<file path="config.mk">
export PLATFORM = sky130hd
export DESIGN_NAME = matrix_addsub_unit
export DESIGN_NICKNAME = d
export VERILOG_FILES = /design/src/rtl/matrix_addsub_unit.sv
export SDC_FILE = /design/constraint.sdc
export NUM_CORES = 1
export LEC_CHECK = 0
export CORE_UTILIZATION = 40
export DETAILED_ROUTE_END_ITERATION = 8
export PLACE_DENSITY_LB_ADDON = 0.15
export SYNTH_ARGS = -nofsm -noshare
export SYNTH_HDL_FRONTEND = slang
export SYNTH_SLANG_ARGS = --single-unit
</file>
<file path="constraint.sdc">
create_clock -name clk -period 10.6 [get_ports clk]
set_input_delay 1.59 -clock clk [delete_from_list [all_inputs] [get_ports clk]]
set_output_delay 1.59 -clock clk [all_outputs]
set_load 0.02 [all_outputs]
</file>
<file path="src/rtl/matrix_addsub_unit.sv">
// matrix_addsub_unit
// Row-streaming element-wise add/subtract engine for the matrix coprocessor.
// One packed row of A and B is accepted per input handshake, and one packed
// result row comes out per output handshake. A start/done pair frames each
// ROWS-row operation. Each lane is computed at EW+1 bits so that overflow can
// be detected. The lane result either wraps or saturates. Per-lane overflow is
// reported with each row, and a sticky flag collects overflow across the whole
// operation.
module matrix_addsub_unit #(
   parameter int LANES = 5,
   parameter int EW    = 8,
   parameter int ROWS  = 5
) (
   input  logic                  clk,
   input  logic                  rst,
   input  logic                  start,
   input  logic [1:0]            op,
   input  logic                  in_valid,
   output logic                  in_ready,
   input  logic [LANES*EW-1:0]   a_row,
   input  logic [LANES*EW-1:0]   b_row,
   output logic                  out_valid,
   input  logic                  out_ready,
   output logic [LANES*EW-1:0]   out_row,
   output logic [LANES-1:0]      out_ovf,
   output logic                  ovf,
   output logic                  busy,
   output logic                  done
);

   // Counters must be able to hold ROWS itself, because in_cnt==ROWS closes the input side.
   localparam int CW = $clog2(ROWS + 1);
   localparam logic [CW-1:0] ROWS_C = CW'(ROWS);
   localparam logic [CW-1:0] LAST_C = CW'(ROWS - 1);
   localparam logic [CW-1:0] ONE_C  = CW'(1);

   // Saturation rails for an EW-bit two's complement element.
   localparam logic [EW-1:0] SAT_MAX = {1'b0, {(EW-1){1'b1}}};
   localparam logic [EW-1:0] SAT_MIN = {1'b1, {(EW-1){1'b0}}};

   typedef enum logic [1:0] {
      ST_IDLE = 2'd0,
      ST_RUN  = 2'd1,
      ST_DONE = 2'd2
   } state_t;

   state_t                state_r;
   logic [1:0]            op_r;
   logic [CW-1:0]         in_cnt_r;
   logic [CW-1:0]         out_cnt_r;
   logic                  out_valid_r;
   logic [LANES*EW-1:0]   out_row_r;
   logic [LANES-1:0]      out_ovf_r;
   logic                  ovf_r;
   logic                  busy_r;
   logic                  done_r;

   logic                  in_ready_s;
   logic                  in_fire_s;
   logic                  out_fire_s;
   logic [LANES*EW-1:0]   res_row_s;
   logic [LANES-1:0]      res_ovf_s;
   logic [EW:0]           lane_s;

   // One lane. Both operands are sign-extended to EW+1 bits, so the sum or
   // difference cannot lose information. Overflow means the top two bits of
   // the wide result disagree. The return value is {overflow, result}.
   function automatic logic [EW:0] lane_calc(
      input logic [EW-1:0] a,
      input logic [EW-1:0] b,
      input logic          sub,
      input logic          sat
   );
      logic [EW:0]   ax;
      logic [EW:0]   bx;
      logic [EW:0]   s;
      logic          of;
      logic [EW-1:0] r;
      ax = {a[EW-1], a};
      bx = {b[EW-1], b};
      if (sub) begin
         s = ax - bx;
      end else begin
         s = ax + bx;
      end
      of = s[EW] ^ s[EW-1];
      if (sat && of) begin
         // The true sign is in s[EW], so clamp toward that rail.
         if (s[EW]) begin
            r = SAT_MIN;
         end else begin
            r = SAT_MAX;
         end
      end else begin
         r = s[EW-1:0];
      end
      return {of, r};
   endfunction

   // Evaluate every lane of the incoming row with the operation latched at start.
   always_comb begin
      res_row_s = '0;
      res_ovf_s = '0;
      lane_s    = '0;
      for (int j = 0; j < LANES; j++) begin
         lane_s = lane_calc(a_row[j*EW +: EW], b_row[j*EW +: EW], op_r[0], op_r[1]);
         res_row_s[j*EW +: EW] = lane_s[EW-1:0];
         res_ovf_s[j]          = lane_s[EW];
      end
   end

   // Accept a row only while running, with rows left to take, and with the output register free or draining.
   always_comb begin
      if (state_r == ST_RUN) begin
         in_ready_s = (in_cnt_r < ROWS_C) && (!out_valid_r || out_ready);
      end else begin
         in_ready_s = 1'b0;
      end
   end

   // Handshake qualifiers for the current cycle.
   always_comb begin
      in_fire_s  = in_valid && in_ready_s;
      out_fire_s = out_valid_r && out_ready;
   end

   // Control FSM and datapath registers. rst wins over every other input and aborts any operation in flight.
   always_ff @(posedge clk) begin
      if (rst) begin
         state_r     <= ST_IDLE;
         op_r        <= 2'b00;
         in_cnt_r    <= '0;
         out_cnt_r   <= '0;
         out_valid_r <= 1'b0;
         out_row_r   <= '0;
         out_ovf_r   <= '0;
         ovf_r       <= 1'b0;
         busy_r      <= 1'b0;
         done_r      <= 1'b0;
      end else begin
         case (state_r)
            ST_IDLE: begin
               done_r <= 1'b0;
               if (start) begin
                  state_r   <= ST_RUN;
                  op_r      <= op;
                  in_cnt_r  <= '0;
                  out_cnt_r <= '0;
                  ovf_r     <= 1'b0;
                  busy_r    <= 1'b1;
               end else begin
                  state_r <= ST_IDLE;
               end
            end
            ST_RUN: begin
               done_r <= 1'b0;
               // A new row replaces the one leaving, so out_valid stays high when both sides fire.
               if (in_fire_s) begin
                  out_row_r   <= res_row_s;
                  out_ovf_r   <= res_ovf_s;
                  out_valid_r <= 1'b1;
                  in_cnt_r    <= in_cnt_r + ONE_C;
                  ovf_r       <= ovf_r | (|res_ovf_s);
               end else if (out_fire_s) begin
                  out_valid_r <= 1'b0;
               end else begin
                  out_valid_r <= out_valid_r;
               end
               if (out_fire_s) begin
                  out_cnt_r <= out_cnt_r + ONE_C;
                  if (out_cnt_r == LAST_C) begin
                     state_r <= ST_DONE;
                     busy_r  <= 1'b0;
                     done_r  <= 1'b1;
                  end else begin
                     state_r <= ST_RUN;
                  end
               end else begin
                  state_r <= ST_RUN;
               end
            end
            ST_DONE: begin
               // The done pulse lasts exactly one cycle. ovf keeps its value for software to read.
               done_r  <= 1'b0;
               busy_r  <= 1'b0;
               state_r <= ST_IDLE;
            end
            default: begin
               state_r     <= ST_IDLE;
               out_valid_r <= 1'b0;
               busy_r      <= 1'b0;
               done_r      <= 1'b0;
            end
         endcase
      end
   end

   assign in_ready  = in_ready_s;
   assign out_valid = out_valid_r;
   assign out_row   = out_row_r;
   assign out_ovf   = out_ovf_r;
   assign ovf       = ovf_r;
   assign busy      = busy_r;
   assign done      = done_r;

endmodule

</file>
==> impl_summary.log <==
[metrics] GRT Resource Usage Total: 19.8%
[metrics] floorplan die width: around 120 um
[metrics] number of synthesized flops with an enable pin: 0
[metrics] register bit count reported by yosys: 59
[metrics] Placed Cells incl. Taps: 898
[metrics] routed wire length per instance: 14.3 um
[metrics] longest individual stage delay on the worst path: around 0.54 ns
[metrics] Yosys top cell area share: 23.0%
[metrics] clock-pin slew of the registers on the worst-case setup and hold paths: around 0.06 ns
[metrics] fin cells: 914
[metrics] post-CTS resize count: 0
[metrics] number of endpoints with negative hold slack in the final report: 0
[metrics] Initial Utilization: around 40%
[metrics] IR Drop Worst-Case VDD: around 0.079 mV
[metrics] endpoints failing setup: 0
[metrics] DRC marker count from the first detailed-route iteration: 235
[metrics] peak clock frequency supported by timing: between 200 and 250 MHz
[metrics] Via density: ~5.3
[metrics] # Post-CTS Setup Buffers: 0
[metrics] run status: complete, no violations
[metrics] leading post-synthesis cells by instance count: 76 x sky130_fd_sc_hd__nor2_1, 59 x sky130_fd_sc_hd__dfxtp_1, 55 x sky130_fd_sc_hd__xnor2_1, 48 x sky130_fd_sc_hd__ha_1, 47 x sky130_fd_sc_hd__a21oi_1
[metrics] number of hold buffers added after cts: 0
[metrics] leakage power of the design: 2.61 nW
[metrics] core box area: around 13000 um2
[metrics] Detailed Routing Iterations Pass 1: 5
[metrics] Layout fillers: 1200
[metrics] area growth from synthesis to final layout: 33.5%
[metrics] number of global-route vias before repair: ~4700
[metrics] fraction of final layout cells sized beyond drive strength 1: 8.22%
[metrics] Max clock buf depth: 2
[metrics] Flop pwr share: 26.9%
[metrics] antenna violations before repair: 0
[metrics] clock network fraction of design power: a little under 30%
[metrics] Buffers on Ports: ~140
[metrics] measured slew at the worst slew-check pin: roughly 1.1 ns
[metrics] number of maximum-capacitance violations: 0
[metrics] final sum of negative setup slack: 0 ns
[metrics] average footprint of a synthesized cell: about 8.4 um2
[metrics] most common cell in the netlist: sky130_fd_sc_hd__nor2_1
[metrics] CP Data Arrival Time: about 5.2 ns
[metrics] clock latency of the later-clocked register in the worst-skew pair: between 0.3 and 0.4 ns
[metrics] final instance area: just under 7000 um2
[metrics] die footprint: about 13000 um2
[metrics] asr flop ratio synth: 0%
[metrics] gate family responsible for the most delay along the worst path: XOR/XNOR gates
[metrics] simple logic cell fraction of the synthesized area: between 10% and 20%
[metrics] maximum number of pins on one net before global-route repair: 56
[metrics] Post-DRT Antenna Nets: 0
[metrics] xor/xnor share of the synthesized area: 12.8%
[metrics] type of element launching the critical path: input pin
[metrics] Die Ht: 115 um
[metrics] count of clock tree sinks: 59
[metrics] clock tree from TritonCTS: done
[metrics] largest driver fanout on the critical path: 9
[metrics] Worst Clk Skew: about 0.0032 ns
[metrics] cell type contributing the most total cell area after synthesis: sky130_fd_sc_hd__dfxtp_1
[metrics] tightest hold margin: 0.451 ns
[metrics] YS warnings: 0
[metrics] class of the most critical hold timing path: register to register
[metrics] I/O pin count: 137
[metrics] Comb pwr share: 44.0%
[metrics] DR DRC count: 0
[metrics] via count: 4852
[metrics] share of the core filled with cells in the final layout: between 50% and 60%
[metrics] max-slew violations: 0
[metrics] area share of fa/ha/maj cells after synthesis: a little over an eighth
[metrics] fraction of power spent switching nets: between 30 and 40%
[metrics] RSZ-0062 raised after global routing: no
[metrics] Worst Path Buf+Inv: 1
[metrics] gate count of the mapped netlist: 610
[metrics] cell area after synthesis: 5140 um2
[metrics] Net Count, Synth: 750
[metrics] Layout Nets: around 900
[metrics] cell-by-cell listing of the critical path: clkdlybuf4s50_1 -> or3_1 -> nor3_1 -> nor2_1 -> xnor2_1 -> ha_1 -> and3_1 -> a221oi_1 -> o21ai_0 -> xor2_1 -> xor2_1 -> o21ai_0 -> a211oi_1
[metrics] Yosys cell types: roughly 70
[metrics] endpoint kind of the worst setup timing path: register
[metrics] switching power: approximately 0.35 mW
[metrics] register area share after synthesis: a little under a quarter
[metrics] area after detailed placement: ~6600 um2
[metrics] TritonCTS Buffers: 9
[metrics] diode count: 0
[metrics] Std-Cell Rows: around 40
[metrics] required time at the endpoint of the critical path: 10.84 ns
[metrics] number of H-tree levels: 3
[metrics] dominant combinational cell family by area after synthesis: compound AO/OA/AOI/OAI gates
[metrics] clock root cell: sky130_fd_sc_hd__clkbuf_16
[metrics] internal power component: around 0.60 mW
[metrics] time the worst path needs with I/O delays and setup: about 5 ns
[metrics] complex-gate fraction of the synthesized area: a little over a quarter
[metrics] final WL: between 10 and 15 mm
[metrics] hpwl dp: 10.2 mm
[metrics] last weighted congestion value of the routability-driven placer: between 0.8 and 0.9
[metrics] Critical-path top delay cell: sky130_fd_sc_hd__xor2_1
[metrics] wire length of the first global-routing pass: around 21 mm
[metrics] top cells by area, synth: sky130_fd_sc_hd__dfxtp_1 23%, sky130_fd_sc_hd__ha_1 12%, sky130_fd_sc_hd__xnor2_1 9.4%
[metrics] mux share of post-synthesis cell area: approximately 1.8%
[metrics] GR Overflow Total: 0
[metrics] share of the clock period used by the worst path: between 40% and 50%
[metrics] power density relative to cell area: approximately 140 nW/um2
[metrics] Relative slew margins: 27.6%
[metrics] dominant register cell in the synthesized netlist: sky130_fd_sc_hd__dfxtp_1
[metrics] WS Path Type: input pin to register
## state kept, by name, summed over array words and instances (netlist names)
signal	cells
busy	1
out_cnt_r	3
out_ovf	5
out_valid	1
in_cnt_r	3
out_row	40
ovf	1
done	1
op_r	2
state_r	2
## path summary, 6_finish.rpt
| kind | start | endpoint | slack, ns | cells past startpoint |
|---|---|---|---|---|
| setup / recovery | b_row[34] | out_row[36] | 5.60 | 13 |
| hold reg to reg | out_row[15] | out_row[15] | 0.45 | 2 |
| setup reg to reg | op_r[0] | out_row[36] | 6.67 | 9 |
| hold / removal | out_row[15] | out_row[15] | 0.45 | 2 |
## tightest hold or removal path: cells and delay by family, from the launching register on
family	cells	cell delay (ns)
DFF	1	0.30
and+or+nand+nor	1	0.05
AOI/OAI and AO/OA	1	0.05
## power by group through the flow
stage	sequential [mW]	clock (mW)	combinational, mW
floorplan	0.277	0	0.272
global placement	0.260	0	0.409
detailed placement	0.261	0	0.417
CTS	0.256	0.280	0.420
global route	0.259	0.291	0.461
finish	0.256	0.276	0.418
## per-stage QoR
step                worst slack, ns  power [mW]
global placement               5.39       0.670
finish                         5.60       0.951
CTS                            5.56       0.957
global route                   5.26        1.01
floorplan                      6.18       0.549
detailed placement             5.23       0.678
## metal layers
| layer | vias up | share of wire (%) | GRT usage, % | wire [um] |
|---|---|---|---|---|
| li1 | 2483 | - | - | - |
| met1 | 2227 | 43 | 22.5 | 5650 |
| met2 | 122 | 49 | 35.8 | 6430 |
| met3 | 20 | 5.3 | 4.48 | 697 |
| met4 | 0 | 2.1 | 7.88 | 278 |
| met5 | - | 0 | 0 | 0 |
## final cells by class
class	instances	area [um2]	area share, %
clock buffers	11	243	3.54
well taps	172	215	3.14
flip-flops and latches	59	1180	17.2
inverters	36	135	1.97
clock inverters	5	37.5	0.547
multi-input cells	494	3690	53.7
repair buffers	137	1360	19.9
## cell usage in the layout, fill, tap and decap left out, types with 8 or more instances in the layout
master                              n
sky130_fd_sc_hd__a211oi_1          19
sky130_fd_sc_hd__a21o_1            12
sky130_fd_sc_hd__a21oi_1           47
sky130_fd_sc_hd__a31oi_1            9
sky130_fd_sc_hd__clkbuf_16          9
sky130_fd_sc_hd__clkdlybuf4s50_1  135
sky130_fd_sc_hd__dfxtp_1           58
sky130_fd_sc_hd__ha_1              48
sky130_fd_sc_hd__inv_1             36
sky130_fd_sc_hd__mux2i_1            8
sky130_fd_sc_hd__nand2_1           22
sky130_fd_sc_hd__nand2b_1          10
sky130_fd_sc_hd__nor2_1            76
sky130_fd_sc_hd__nor2b_1            9
sky130_fd_sc_hd__nor3_1            15
sky130_fd_sc_hd__o21ai_0           36
sky130_fd_sc_hd__o221a_2           13
sky130_fd_sc_hd__xnor2_1           55
sky130_fd_sc_hd__xor2_1            16
## kinds of logic after synthesis
family                   count (synthesis)
AO/OA/AOI/OAI                          190
XOR/XNOR                                73
adder cells (fa/ha/maj)                 53
buffers and inverters                   57
flip-flops                              59
multiplexers                             9
AND/OR/NAND/NOR                        169
Power figures use the tool's default switching activity.
